===== src/rtl/axi_rd_arbiter_pkg.sv =====
// Shared types and constants for the two-master AXI read arbiter and its
// address decoder.
package axi_rd_arbiter_pkg;

  typedef enum logic [1:0] {
    ST_IDLE = 2'd0,
    ST_ADDR = 2'd1,
    ST_DATA = 2'd2
  } state_t;

  // Slave-select encodings driven on sel_s
  localparam logic [1:0] SEL_S0  = 2'd0;
  localparam logic [1:0] SEL_S1  = 2'd1;
  localparam logic [1:0] SEL_DEF = 2'd2;

  // 64 KiB regions: the address bits above REGION_LSB pick the slave
  localparam int          REGION_LSB = 16;
  localparam logic [15:0] REGION_S0  = 16'h0000;
  localparam logic [15:0] REGION_S1  = 16'h0001;

endpackage


===== src/rtl/axi_addr_dec.sv =====
// Combinational region decoder: maps an AXI address onto S0, S1 or the
// default slave. Shared by the read and write paths.
module axi_addr_dec
  import axi_rd_arbiter_pkg::*;
#(
  parameter int ADDR_W = 32
) (
  input  logic [ADDR_W-1:0] addr,
  output logic [1:0]        sel
);

  logic [ADDR_W-1:0] region;

  assign region = addr >> REGION_LSB;

  always_comb begin
    if (region == ADDR_W'(REGION_S0))
      sel = SEL_S0;
    else if (region == ADDR_W'(REGION_S1))
      sel = SEL_S1;
    else
      sel = SEL_DEF;
  end

endmodule


===== src/rtl/axi_rd_arbiter.sv =====
// Two-master, single-outstanding AXI read arbiter with round-robin grant,
// address-region slave select and burst-length checking.
module axi_rd_arbiter
  import axi_rd_arbiter_pkg::*;
#(
  parameter int ADDR_W = 32,
  parameter int LEN_W  = 4
) (
  input  logic              clk,
  input  logic              rst,
  input  logic [1:0]        arvalid_m,
  input  logic [ADDR_W-1:0] araddr_m0,
  input  logic [ADDR_W-1:0] araddr_m1,
  input  logic [LEN_W-1:0]  arlen_m0,
  input  logic [LEN_W-1:0]  arlen_m1,
  input  logic              arready_s,
  input  logic              rvalid_s,
  input  logic              rready_m,
  input  logic              rlast_s,
  output logic [1:0]        grant,
  output logic [1:0]        sel_s,
  output logic              ar_en,
  output logic              r_en,
  output logic              busy,
  output logic              len_err
);

  state_t            state, state_next;
  logic              last_gnt;   // index of the master served most recently
  logic              win;
  logic [ADDR_W-1:0] win_addr;
  logic [1:0]        win_sel;
  logic [LEN_W-1:0]  len_q;
  logic [LEN_W:0]    beat_cnt;
  logic              ar_hs, r_hs, last_beat;

  // On a tie the master that was not served last wins
  assign win      = (arvalid_m == 2'b11) ? ~last_gnt : arvalid_m[1];
  assign win_addr = win ? araddr_m1 : araddr_m0;

  axi_addr_dec #(.ADDR_W(ADDR_W)) u_dec (
    .addr (win_addr),
    .sel  (win_sel)
  );

  assign ar_hs     = (state == ST_ADDR) && |(arvalid_m & grant) && arready_s;
  assign r_hs      = (state == ST_DATA) && rvalid_s && rready_m;
  assign last_beat = (beat_cnt == {1'b0, len_q});

  assign ar_en = (state == ST_ADDR);
  assign r_en  = (state == ST_DATA);
  assign busy  = (state != ST_IDLE);

  // NOTE: clocked state uses non-blocking assignments so every register
  // samples the pre-edge values regardless of statement order.
  always_ff @(posedge clk or posedge rst) begin
    if (rst) state <= ST_IDLE;
    else     state <= state_next;
  end

  // NOTE: state_next is defaulted first so no path through the case can
  // leave it unassigned and infer a latch.
  always_comb begin
    state_next = state;
    case (state)
      ST_IDLE: if (|arvalid_m)       state_next = ST_ADDR;
      ST_ADDR: if (ar_hs)            state_next = ST_DATA;
      ST_DATA: if (r_hs && rlast_s)  state_next = ST_IDLE;
      default:                       state_next = ST_IDLE;
    endcase
  end

  always_ff @(posedge clk or posedge rst) begin
    if (rst) begin
      grant    <= 2'b00;
      sel_s    <= SEL_S0;
      len_q    <= '0;
      beat_cnt <= '0;
      last_gnt <= 1'b1;
      len_err  <= 1'b0;
    end else begin
      len_err <= 1'b0;
      case (state)
        ST_IDLE: if (|arvalid_m) begin
          grant <= win ? 2'b10 : 2'b01;
          sel_s <= win_sel;
          len_q <= win ? arlen_m1 : arlen_m0;
        end
        ST_ADDR: if (ar_hs) beat_cnt <= '0;
        ST_DATA: if (r_hs) begin
          beat_cnt <= beat_cnt + 1'b1;
          if (rlast_s) begin
            len_err  <= ~last_beat;
            last_gnt <= grant[1];
            grant    <= 2'b00;
            sel_s    <= SEL_S0;
          end else if (last_beat) begin
            // Expected-last beat without RLAST: flag it, keep draining
            len_err <= 1'b1;
          end
        end
        default: ;
      endcase
    end
  end

endmodule


===== config.mk =====
export PLATFORM = sky130hd
export DESIGN_NAME = axi_rd_arbiter
export DESIGN_NICKNAME = d
export VERILOG_FILES = /design/src/rtl/axi_rd_arbiter_pkg.sv /design/src/rtl/axi_addr_dec.sv /design/src/rtl/axi_rd_arbiter.sv
export SDC_FILE = /design/constraint.sdc
export NUM_CORES = 1
export LEC_CHECK = 0
export CAP_MARGIN = 20
export CELL_PAD_IN_SITES_DETAIL_PLACEMENT = 1
export CELL_PAD_IN_SITES_GLOBAL_PLACEMENT = 1
export CORE_ASPECT_RATIO = 1.2
export CORE_MARGIN = 1.5
export CORE_UTILIZATION = 20
export CTS_CLUSTER_DIAMETER = 60
export DETAILED_ROUTE_END_ITERATION = 6
export PLACE_DENSITY = 0.85
export SLEW_MARGIN = 20
export SYNTH_ARGS = -nofsm -noshare
export SYNTH_HDL_FRONTEND = slang
export SYNTH_SLANG_ARGS = --single-unit

===== constraint.sdc =====
create_clock -name clk -period 1.74 [get_ports clk]
set_input_delay 0.261 -clock clk [delete_from_list [all_inputs] [get_ports clk]]
set_output_delay 0.261 -clock clk [all_outputs]
set_load 0.05 [all_outputs]

==> results, run 1 <==
- The run finished with clean final reports.
- The post-route antenna net violation count is 0.
- The initial core utilization is 21.1%.
- The count of endpoints failing hold in the final timing report is 0.
- The tool flagged a number of max-cap violations equal to 0.
- The total overflow left after global routing is 0.
- From bottom edge to top edge, the die measures 77.0 um.
- The region available for standard cell placement spans 4330 um^2.
- The critical path in this run is classified as register to register.
- The number of I/O pins is 88.
- Setup slack closes at 0.237 ns.
- The tree is rooted in a clkbuf_8.
- The initial antenna violation count was 0.
- The layout-stage area growth over the synthesis result is 79.6%.
- Setup violations remaining at the end of the flow were counted as 0.
- The slew of the pin with the lowest slew margin is 0.550 ns.
- The total number of H-tree levels is 1.
- Measured along the x axis, the die boundary spans 64.7 um.
- The floorplan has 26 rows.
- The worst slack at placement is -0.0608 ns.
- Timing would allow up to 0.665 GHz.
- The clock slew seen by the registers of the worst setup and hold paths is 0.07 ns.
- The global placer's final weighted congestion is 0.749.
- The total wirelength of the detailed-routed design is 2830 um.
- The number of resized instances in the post-cts repair step is 0.
- In the routed layout, each cell is associated on average with a via count of 4.58.
- The post-CTS repair timing setup buffer count is 0.
- In the final routed layout, each cell accounts on average for 13.2 um.
- After synthesis, the mean cell area works out to 9.93 um^2.
- The final layout net count is 240.
- The first-iteration detailed-routing DRC count is 16.
- The cell count after synthesis came out at 92.
- In the finished design, the share of the clock period the worst path needs comes to 86.4%.
- Summed over all failing endpoints, the final setup total negative slack is 0 ns.
- The type of the tightest min-delay check is primary input to async pin.
- STA classifies the critical path startpoint as a register.
- The longest clock path from root to sink contains 2 buffers.
- The required time at the worst-slack endpoint is 1.88 ns.
- The endpoint type of the worst setup path is a register.
- The share of the synthesized area in the top cell type is 43.8%.
- For this run, the detailed router's first-pass iteration total came to 4.
- The worst setup skew after layout is 0.00406 ns.
- The overall via count from detail_route is 981.
- The first global-routing pass estimated 4840 um of wire.
- For this run, the number of Yosys warnings is 0.
- Entering global routing, the biggest net connects 18 pins.
- The floorplan step defined a die boundary enclosing 4980 um^2.
- After synthesis, the cell types taking the most area are dfrtp_1, a222oi_1, nor4_1, inv_1, dfstp_2.
- The worst-case IR drop observed on VDD is 0.467 mV.
- The library cell occupying the most area in the post-synthesis netlist is dfrtp_1.
- Counting every sink on the clock net gives 17.
- Fill cells in the final layout number 496.
- The netlist uses 35 different library cells.
- The highest net fanout along the worst path is 5.
- The footprint of the multi-input gates is 444 um^2.
- The hold-fix buffer count after cts is 0.
- TritonCTS created 3 clock buffers.
- In this run the tool buffered the top-level ports with 55 buffer cells.
- The fraction of final layout cells with drive strength greater than 1 is 16.5%.
- The via count of the first global-routing pass is 1,139.
- Clock latency on the worst-skew pair, taken at its later pin, is 0.26 ns.
- The count of antenna diodes in the layout is 0.
- The TritonCTS clock tree is built.
- The worst setup slack for register-to-register paths is 0.24 ns.
- Sequential cells were found to cover 46.7% of the synthesized design area.
- In the global route stage, overall resource usage came out at 12.6%.
- In the routed design, unresolved DRC markers number 0.
- Summing all flip-flop and latch instances after layout gives 427 um^2.
- The worst relative slew slack is 63.1%.
- The synthesized design contains 17 register bits.
- The completed layout was analyzed and its total power is 2.02 mW.
- The final count of pins violating max slew is 0.
- At the worst endpoint, the arrival time is 1.64 ns.
- Once detailed placement completed, the half-perimeter wirelength came to 2440 um.
- The power per standard cell area is 1230 nW/um^2.
- Setup repair after global routing left no endpoint under its margin.
- The time the worst path needs with I/O delays and setup is 1.50 ns.
- The reported leakage power is 0.731 nW.
- The mapped netlist covers 913 um^2.
- The number of nets in the synthesized netlist is 173.
==> registers in the layout, indices dropped and copies added, names as in the netlist <==
register	cells
len_q	4
last_gnt	1
beat_cnt	5
grant	2
sel_s	2
len_err	1
state	2
==> final cells by class <==
type | count | share of cell area (%)
Multi-Input combinational cell | 64 | 27.1
Inverter | 10 | 2.29
Sequential cell | 17 | 26.0
Tap cell | 56 | 4.27
Timing Repair Buffer | 63 | 37.5
Clock buffer | 3 | 2.52
Clock inverter | 1 | 0.305
==> per-layer routing <==
layer | track usage [%] | routed length, um | up-vias
li1 | - | - | 469
met1 | 13.4 | 1110 | 455
met2 | 23.0 | 1450 | 52
met3 | 2.64 | 200 | 5
met4 | 6.38 | 66 | 0
met5 | 0 | 0 | -
==> cells in the mapped netlist <==
cell	number
nand3_1	5
o22ai_1	2
a21o_1	2
nor4_1	6
nand2_1	6
a211oi_1	1
a22o_1	1
nor2_1	4
nand2b_1	2
o211a_2	1
nand4_1	2
o21bai_1	1
a31oi_1	1
a21oi_1	1
buf_2	1
mux2_2	1
a222oi_1	4
inv_1	9
ha_1	1
o21ai_1	2
xnor2_1	3
clkinv_1	1
and4b_1	1
xor2_1	3
and2b_1	1
nor2b_1	1
dfrtp_1	16
and3_4	1
mux2i_1	2
nor2_2	1
and4_1	2
dfstp_2	1
a21bo_2	1
mux2_1	1
nor3_1	4
==> cell families (layout without fill, tap and decap cells) <==
group / after synthesis / after routing / share of synthesized area, %
multiplexers: 4 / 4 / 4.66
adder cells (fa/ha/maj): 1 / 1 / 1.37
AND/OR/NAND/NOR: 36 / 36 / 22.3
XOR/XNOR: 6 / 6 / 5.75
AO/OA/AOI/OAI: 17 / 17 / 14.5
flip-flops: 17 / 17 / 46.7
buffers and inverters: 11 / 77 / 4.66
==> metrics by stage <==
stage                     hold WS, ns  cell area (um^2)  std cells  util [%]
after floorplan                 0.186               913         92         -
after global placement          0.454              1590        210      36.8
after detailed placement        0.476              1590        210      36.8
after CTS                       0.331              1640        214      37.9
after global routing            0.384              1640        214      37.9
final                           0.321              1640        214      37.9
==> power breakdown <==
| part | leakage [nW] | internal (mW) | switching, mW |
|---|---|---|---|
| registers | 0.217 | 0.523 | 0.114 |
| logic | 0.488 | 0.499 | 0.581 |
| clock network | 0.0255 | 0.159 | 0.147 |
==> worst paths after layout <==
path                       depth (start not counted)       end     start
hold reg to reg                                    2  last_gnt  last_gnt
max in group asynchronous                          3  last_gnt       rst
setup / recovery                                   5  len_q[3]  last_gnt
hold / removal                                     3  len_q[0]       rst
setup reg to reg                                   5  len_q[3]  last_gnt
min in group clk                                   2  last_gnt  last_gnt
==> placed cells by master, fill, tap and decap left out, types with 2 or more instances in the layout <==
cell,netlist,final
nor2_1,4,4
mux2i_1,2,2
clkdlybuf4s50_1,0,47
nand3_1,5,5
xor2_1,3,3
dfrtp_1,16,16
clkbuf_8,0,3
buf_12,0,2
nand4_1,2,2
buf_4,0,14
o21ai_1,2,2
nor3_1,4,4
nor4_1,6,6
o22ai_1,2,2
xnor2_1,3,3
and4_1,2,2
nand2_1,6,6
nand2b_1,2,2
a222oi_1,4,4
a21o_1,2,2
inv_1,9,9
==> critical path, cell delays in order, from the launching register on <==
cell      delay, ns
dfstp_2        0.54
a21bo_2        0.17
nor2_1         0.06
buf_4          0.15
a222oi_1       0.39
inv_1          0.07
Note: power is estimated with default switching activity, not from simulation.
==> run 2: changes to the inputs <==
CTS_CLUSTER_DIAMETER = unset   (was 60)
HOLD_SLACK_MARGIN = 0.03   (was unset)
==> results of run 2 <==
Final layout, timing and power as in run 1 (identical DEF).
